--- config.mk ---
export PLATFORM = sky130hd
export DESIGN_NAME = not_n_pipe_flat
export DESIGN_NICKNAME = d
export VERILOG_FILES = /design/src/rtl/not_n_pipe_if.sv /design/src/rtl/not_n_pipe.sv /design/src/flat_wrapper.sv
export SDC_FILE = /design/constraint.sdc
export NUM_CORES = 1
export LEC_CHECK = 0
export ABC_AREA = 1
export BUFFER_PORTS_ARGS = -buffer_cell sky130_fd_sc_hd__buf_2
export CAP_MARGIN = 5
export CORE_UTILIZATION = 40
export CTS_BUF_LIST = sky130_fd_sc_hd__clkbuf_8
export DETAILED_ROUTE_END_ITERATION = 10
export PLACE_DENSITY_LB_ADDON = 0.08
export REMOVE_ABC_BUFFERS = 1
export SLEW_MARGIN = 20
export SYNTH_ARGS = -nofsm -noshare
export SYNTH_HDL_FRONTEND = slang
export SYNTH_SLANG_ARGS = --single-unit
--- constraint.sdc ---
create_clock -name clk -period 1.59 [get_ports clk]
set_clock_uncertainty 0.15 [all_clocks]
set_input_delay 0.318 -clock clk [delete_from_list [all_inputs] [get_ports clk]]
set_output_delay 0.318 -clock clk [all_outputs]
set_load 0.005 [all_outputs]
--- src/rtl/not_n_pipe_if.sv ---
// Valid/ready stream bundle for not_n_pipe: operand stream in, flagged result stream out.
// Carries out_par only when NOT_N_PIPE_PARITY_EN is defined.
interface not_n_pipe_if #(
   parameter int WIDTH = 16
);
   logic             in_valid;
   logic             in_ready;
   logic [WIDTH-1:0] in_data;
   logic [WIDTH-1:0] in_mask;
   logic             in_zx;
   logic             in_nx;
   logic             out_valid;
   logic             out_ready;
   logic [WIDTH-1:0] out_data;
   logic             out_zr;
   logic             out_ng;
`ifdef NOT_N_PIPE_PARITY_EN
   logic             out_par;
`endif

   modport master (
      output in_valid, in_data, in_mask, in_zx, in_nx, out_ready,
      input
`ifdef NOT_N_PIPE_PARITY_EN
             out_par,
`endif
             in_ready, out_valid, out_data, out_zr, out_ng
   );

   modport slave (
      input  in_valid, in_data, in_mask, in_zx, in_nx, out_ready,
      output
`ifdef NOT_N_PIPE_PARITY_EN
             out_par,
`endif
             in_ready, out_valid, out_data, out_zr, out_ng
   );
endinterface

--- src/rtl/not_n_pipe.sv ---
// not_n_pipe: DEPTH-stage valid/ready pipeline computing optional zeroing plus masked inversion,
// with zero/negative flags and a handshake counter. NOT_N_PIPE_PARITY_EN adds out_par.
module not_n_pipe #(
   parameter int WIDTH = 16,
   parameter int DEPTH = 2,
   parameter int CNT_W = 16
) (
   input  logic             clk,
   input  logic             rst_n,
   not_n_pipe_if.slave      bus,
   input  logic             cnt_clr,
   output logic [CNT_W-1:0] txn_cnt
);
   typedef struct packed {
`ifdef NOT_N_PIPE_PARITY_EN
      logic             par;
`endif
      logic             zr;
      logic             ng;
      logic [WIDTH-1:0] data;
   } word_t;

   word_t            stg [DEPTH];
   logic [DEPTH-1:0] vld;
   logic [DEPTH-1:0] adv;
   logic [WIDTH-1:0] t;
   logic [WIDTH-1:0] r;
   word_t            s0;
   logic             hs;

   always_comb begin
      // NOTE: every output of a combinational block gets a default first, so no path can infer a latch.
      s0      = '0;
      t       = bus.in_zx ? '0 : bus.in_data;
      r       = bus.in_nx ? (t ^ bus.in_mask) : t;
      s0.data = r;
      s0.zr   = (r == '0);
      s0.ng   = r[WIDTH-1];
`ifdef NOT_N_PIPE_PARITY_EN
      s0.par  = ^r;
`endif
   end

   // Ready ripples from the output back to the input; a stage moves if it is empty or its successor moves.
   always_comb begin : ready_chain
      logic go;
      adv          = '0;
      go           = !vld[DEPTH-1] || bus.out_ready;
      adv[DEPTH-1] = go;
      for (int k = DEPTH - 2; k >= 0; k--) begin
         go     = !vld[k] || go;
         adv[k] = go;
      end
   end

   always_ff @(posedge clk or negedge rst_n) begin
      if (!rst_n) begin
         vld <= '0;
         // NOTE: the data stages are reset too, because out_data and the flags must read 0 out of reset.
         for (int k = 0; k < DEPTH; k++) stg[k] <= '0;
      end else begin
         // NOTE: sequential state uses non-blocking assignments so every stage samples pre-edge values.
         if (adv[0]) begin
            vld[0] <= bus.in_valid;
            stg[0] <= s0;
         end
         for (int k = 1; k < DEPTH; k++) begin
            if (adv[k]) begin
               vld[k] <= vld[k-1];
               stg[k] <= stg[k-1];
            end
         end
      end
   end

   assign hs = vld[DEPTH-1] && bus.out_ready;

   // A clear in the same cycle as a handshake wins; that handshake goes uncounted.
   always_ff @(posedge clk or negedge rst_n) begin
      if (!rst_n)       txn_cnt <= '0;
      else if (cnt_clr) txn_cnt <= '0;
      else if (hs)      txn_cnt <= txn_cnt + CNT_W'(1);
   end

   assign bus.in_ready  = adv[0];
   assign bus.out_valid = vld[DEPTH-1];
   assign bus.out_data  = stg[DEPTH-1].data;
   assign bus.out_zr    = stg[DEPTH-1].zr;
   assign bus.out_ng    = stg[DEPTH-1].ng;
`ifdef NOT_N_PIPE_PARITY_EN
   assign bus.out_par   = stg[DEPTH-1].par;
`endif
endmodule
--- src/flat_wrapper.sv ---
// flat-port wrapper written by rule: the top's interface ports become plain ports
module not_n_pipe_flat 
#(
   parameter int WIDTH = 16,
   parameter int DEPTH = 2,
   parameter int CNT_W = 16
)
  (clk, rst_n, cnt_clr, txn_cnt, bus_in_valid, bus_in_data, bus_in_mask, bus_in_zx, bus_in_nx, bus_out_ready, bus_in_ready, bus_out_valid, bus_out_data, bus_out_zr, bus_out_ng);
  not_n_pipe_if #(.WIDTH(WIDTH)) bus_i ();
  input  logic clk;
  input  logic rst_n;
  input  logic cnt_clr;
  output logic [CNT_W-1:0] txn_cnt;
  input wire logic [$bits(bus_i.in_valid)-1:0] bus_in_valid;
  input wire logic [$bits(bus_i.in_data)-1:0] bus_in_data;
  input wire logic [$bits(bus_i.in_mask)-1:0] bus_in_mask;
  input wire logic [$bits(bus_i.in_zx)-1:0] bus_in_zx;
  input wire logic [$bits(bus_i.in_nx)-1:0] bus_in_nx;
  input wire logic [$bits(bus_i.out_ready)-1:0] bus_out_ready;
  output wire logic [$bits(bus_i.in_ready)-1:0] bus_in_ready;
  output wire logic [$bits(bus_i.out_valid)-1:0] bus_out_valid;
  output wire logic [$bits(bus_i.out_data)-1:0] bus_out_data;
  output wire logic [$bits(bus_i.out_zr)-1:0] bus_out_zr;
  output wire logic [$bits(bus_i.out_ng)-1:0] bus_out_ng;
  assign bus_i.in_valid = bus_in_valid;
  assign bus_i.in_data = bus_in_data;
  assign bus_i.in_mask = bus_in_mask;
  assign bus_i.in_zx = bus_in_zx;
  assign bus_i.in_nx = bus_in_nx;
  assign bus_i.out_ready = bus_out_ready;
  assign bus_in_ready = bus_i.in_ready;
  assign bus_out_valid = bus_i.out_valid;
  assign bus_out_data = bus_i.out_data;
  assign bus_out_zr = bus_i.out_zr;
  assign bus_out_ng = bus_i.out_ng;
  not_n_pipe #(.WIDTH(WIDTH), .DEPTH(DEPTH), .CNT_W(CNT_W)) u_core (.clk(clk), .rst_n(rst_n), .bus(bus_i), .cnt_clr(cnt_clr), .txn_cnt(txn_cnt));
endmodule
# ---- Word-level counts from Yosys, hierarchy flattened
# Cells that the tools add are included.
dict set report classes {
  reduce_logical 7
  mul 0
  n_shift 0
  n_div 0
  bitwise_logic 1
  muxes 4
  eq_ne 0
  magnitude_cmp 0
  addsub 1
}
# op n
set ops {}
lappend ops {{16-bit two-way mux} 4}
lappend ops {{16-bit by 1-bit adder with 16-bit output, second input constant} 1}
lappend ops {{16-bit zero test} 1}
lappend ops {{16-bit XOR} 1}
lappend ops {{1-bit zero test} 2}
lappend ops {{1-bit logical OR} 2}
lappend ops {{2-bit nonzero test} 1}
lappend ops {{1-bit logical AND} 1}
dict set report word_totals {
  mem_count 0
  input_bits 39
  latchBits 0
  out_inout_bits 36
  word_cells 22
  romBits 0
  regBits 54
  ramBits 0
}

# ---- Depth between registers and ports, before layout
dict set report logic_depth {
  word_depth 4
  depth_mapped 10
  depth_no_buf 9
}

# ---- Least setup slack after synthesis
# OpenSTA, ideal clock, no wires.
dict set report synth_path {
  kind {register to register}
  start {register u_core.txn_cnt[0]}
  end {register u_core.txn_cnt[14]}
  path_buffers 0
  t_required_ps 1323
  arrival_ps 1146
  path_slack_ps 177
  path_stages_with_launch 9
  cell_sequence {dfrtp_1 ha_1 nand2_1 nor2_1 nand4_1 nor2_1 nand2_1 nand2_1 nor2_1}
}
dict set report synth_between {
  elab_chain_len 3
}
# item line
set synth_lines {}
lappend synth_lines {{start, declared} not_n_pipe.sv:12} ;# output logic [CNT_W-1:0] txn_cnt
lappend synth_lines {{start signal, assigned} not_n_pipe.sv:82} ;# else if (hs) txn_cnt <= txn_cnt + CNT_W'(1);
lappend synth_lines {{16-bit by 1-bit adder with 16-bit output} not_n_pipe.sv:82}
lappend synth_lines {{16-bit two-way mux} not_n_pipe.sv:82}
lappend synth_lines {{16-bit two-way mux} not_n_pipe.sv:81} ;# else if (cnt_clr) txn_cnt <= '0;
# No other way between the ends. The select of a mux whose other input is x is not followed.
# A chain may end at the register's enable or synchronous reset.

# ---- Worst setup path in the final report
dict set report layout_path {
  start {register u_core.txn_cnt[3]}
  end {register u_core.txn_cnt[9]}
}
# The elaborated chain is that of the path after synthesis.

==> qor.yml <==
synthesis_stage_register_bit_count: 52
critical_path.startpoint: "u_core.txn_cnt[3]"
drive_gt1_frac: 0.289
place_inst: 480
clk-insertion-delay-late_ps: 300
antenna_left: 0
post_synth_num_cell_types: 28
worstPathRequired_ps: 1640
sequentialPowerShare: 0.512
worst_hold_path_type: "input port to flop"
pre_cts_ws_ps: 13.4
ys_seq_area_frac: 0.480
drv_cap: 0
clock_h_tree_levels: 2
setup_total_negative_slack_ps: 0
synth_xor_xnor_area_share: 0.0258
status: "finished, violations left"
critical_path.endpoint_type: "flop"
worstSetupEndpoint: "u_core.txn_cnt[9]"
drt_wl_total_mm: 5.70
grt_use_total: 0.170
p_per_area_nw_per_um2: 897
grt_max_degree: 53
post-synth-top-area-cell: "sky130_fd_sc_hd__dfrtp_1"
timing.critical_path.fanout_max: 6
clock_power_share: 0.303
ys_warn_count: 0
placed_cell_area_um2: 3100
synth_top_area_share: 0.480
drt_drc_violations_left: 5
critical_path.reg2reg.endpoint: "u_core.txn_cnt[9]"
worst-slew-pin-transition_ps: 354
number_of_global_route_vias_before_repair: 2211
final_net_count: 458
timing.reg2reg.setup_slack_ps: 70
intPower_mw: 2.17
tritoncts: "built"
final_max_slew_viol_count: 0
worst_flop_to_flop_path_startpoint: "u_core.txn_cnt[3]"
p_sw_frac: 0.266
drtPass1Iterations: 8
timing.critical_path.arrival_ps: 1570
area.growth.synth_to_final_pct: 21.4
post_route_worst_setup_slack_ps: 65.8
post_synth_mux_area_share: 0.0249
die_height_um: 84.4
final_min_period_over_clock_period: 0.959
period_needed_ps: 1520
synth_compound_gate_area_share: 0.0775
place.port_buffers: 74
synthTopCellsByArea: "sky130_fd_sc_hd__dfrtp_1 (48%), sky130_fd_sc_hd__nand2_1 (13%), sky130_fd_sc_hd__nor2_1 (7.3%), sky130_fd_sc_hd__buf_4 (5.0%), sky130_fd_sc_hd__inv_1 (4.0%)"
fp.dieArea_um2: 7110
grt_setup_unrepaired: "yes"
detailed_router_s_first_iteration_violation_count: 55
kind_of_launch_point_of_the_worst_setup_path: "flop"
diodes: 0
syn_inst: 344
gp_congestion: 0.799
maximum_count_of_clock_buffers_along_a_single_path: 2
root_buffer: "sky130_fd_sc_hd__clkbuf_8"
instances_no_fill: 496
setup_viol_count_final: 0
via_per_inst: 4.64
postLayoutCellArea_um2: 3290
worstHoldStart: "bus_in_valid"
number_of_antenna_violations_at_the_first_check_in_global_routing: 0
combinational_family_with_the_most_area_after_synthesis: "simple AND/OR/NAND/NOR gates"
total_net_switching_power_mw: 0.785
vias: 2302
syn_avg_cell_area_um2: 7.89
synth_adder_area_share: 0.00461
routed_wire_length_per_instance_um: 11.5
slew_headroom: 0.764
violations: "DRC"
placed_wire_length_estimate_after_detailed_placement_mm: 4.16
timing.setup.critical_path_class: "flop to flop"
start_util: 0.420
r2r.worst_path.cells: 7
cellLeakagePower_nw: 1.75
holdWs_ps: 52.7
global_route.overflow_total: 0
comb_power_share: 0.185
top_level_ports: 75
synth_simple_gate_area_frac: 0.274
clkSlewWorstSetupHoldPaths_ps: 90
count_of_clock_tree_sinks: 52
number_of_placement_rows: 29
syn_std_cell_area_um2: 2710
wire_length_of_the_first_global_routing_pass_mm: 9.76
worst_ir_drop_vdd_mv: 0.345
die_width_um: 84.4
fp.coreArea_um2: 6460
finalHoldViolations: 0
cts_buffers: 5
maxClockFrequency_mhz: 656
logic make-up after synthesis:
| kind of cell | count (synthesis) |
|---|---|
| compound gates | 40 |
| xor+xnor | 8 |
| fa+ha+maj | 1 |
| buf+inv | 57 |
| flops | 52 |
| mux | 6 |
| simple gates | 180 |
layer usage:
layer / vias up / global-route usage / wire (µm)
met5: - / 0 / 0
met4: 0 / 0.0462 / 53
met3: 5 / 0.0334 / 276
met2: 56 / 0.294 / 2700
met1: 1026 / 0.219 / 2670
li1: 1215 / - / -
what timing repair did:
item,in CTS,in global routing
resized for setup,3,6
setup buffers,2,5
pin swaps,1,7
setup endpoints to repair,1,7
endpoints found under the hold margin,52,0
hold buffers,1,0
worst min path at each step:
stage | to | slack, ps | depth (start not counted)
finish | u_core.vld[0] | 50 | 2
global route | u_core.vld[0] | 50 | 2
CTS | u_core.vld[0] | 40 | 2
detailed placement | u_core.txn_cnt[3] | 190 | 2
global placement | u_core.txn_cnt[3] | 180 | 2
floorplan | u_core.bus.out_data[0] | -130 | 0
cell usage in the layout, fill, tap and decap left out:
master and count:
sky130_fd_sc_hd__buf_2 74, sky130_fd_sc_hd__nor3_1 3, sky130_fd_sc_hd__clkinv_2 1, sky130_fd_sc_hd__xor2_1 8
sky130_fd_sc_hd__a21oi_1 18, sky130_fd_sc_hd__o21ai_1 5, sky130_fd_sc_hd__nand2_1 90, sky130_fd_sc_hd__a31oi_1 4
sky130_fd_sc_hd__nor3b_1 1, sky130_fd_sc_hd__nor2_1 51, sky130_fd_sc_hd__nand2_2 5, sky130_fd_sc_hd__nor2_2 2
sky130_fd_sc_hd__buf_4 17, sky130_fd_sc_hd__nand4_1 3, sky130_fd_sc_hd__bufinv_16 1, sky130_fd_sc_hd__clkbuf_8 5
sky130_fd_sc_hd__nor2_4 3, sky130_fd_sc_hd__buf_12 2, sky130_fd_sc_hd__ha_2 1, sky130_fd_sc_hd__inv_1 29
sky130_fd_sc_hd__or2_2 1, sky130_fd_sc_hd__dfrtp_1 52, sky130_fd_sc_hd__o21bai_1 1, sky130_fd_sc_hd__nor3_2 1
sky130_fd_sc_hd__mux2_2 6, sky130_fd_sc_hd__nand3_1 20, sky130_fd_sc_hd__o21ai_0 11, sky130_fd_sc_hd__o21a_1 1
sky130_fd_sc_hd__dlygate4sd3_1 1, sky130_fd_sc_hd__inv_2 2
stage by stage:
stage / utilization / power [mW]
5_1_grt: 0.510 / 3.13
3_5_place_dp: 0.480 / 2.08
6_report: 0.510 / 2.95
2_1_floorplan: - / 1.79
4_1_cts: 0.502 / 2.99
3_3_place_gp: 0.480 / 2.07
Yosys cell counts (all sizes together):
| cell | instances |
|---|---|
| nand2 | 95 |
| nor2 | 56 |
| dfrtp | 52 |
| inv | 30 |
| buf | 25 |
| nand3 | 20 |
| a21oi | 18 |
| o21ai | 16 |
| xor2 | 8 |
| mux2 | 6 |
| a31oi | 4 |
| nor3 | 4 |
| nand4 | 3 |
| clkbuf | 2 |
| ha | 1 |
| nor3b | 1 |
| o21a | 1 |
| o21bai | 1 |
| or2 | 1 |
power by group through the flow:
stage,logic [mW],clock network [mW],registers [mW]
2_1_floorplan,0.248,0,1.55
3_3_place_gp,0.530,0,1.54
3_5_place_dp,0.536,0,1.54
4_1_cts,0.552,0.930,1.51
5_1_grt,0.626,0.972,1.53
6_report,0.548,0.895,1.51
state kept, by name, summed over array words and instances, names as in the netlist:
register	cells
u_core.stg	17
u_core.bus.out_data	16
u_core.txn_cnt	16
u_core.vld	2
u_core.bus.out_zr	1
worst max-delay path: stages (launching register included):
cell,delay [ps]
sky130_fd_sc_hd__dfrtp_1,430
sky130_fd_sc_hd__nand3_1,180
sky130_fd_sc_hd__nor2_1,190
sky130_fd_sc_hd__nand2_2,130
sky130_fd_sc_hd__nor2_2,150
sky130_fd_sc_hd__nand3_1,90
sky130_fd_sc_hd__nand2_1,70
sky130_fd_sc_hd__nor2_1,40
final cells by class:
type,count,area [µm²]
repair buffers,94,548
clock buffers,5,68.8
fillers,641,3170
flip-flops and latches,52,1300
clock inverters,3,38.8
inverters,30,113
well taps,77,96.3
multi-input cells,235,1130
Power figures use the tool's default switching activity.
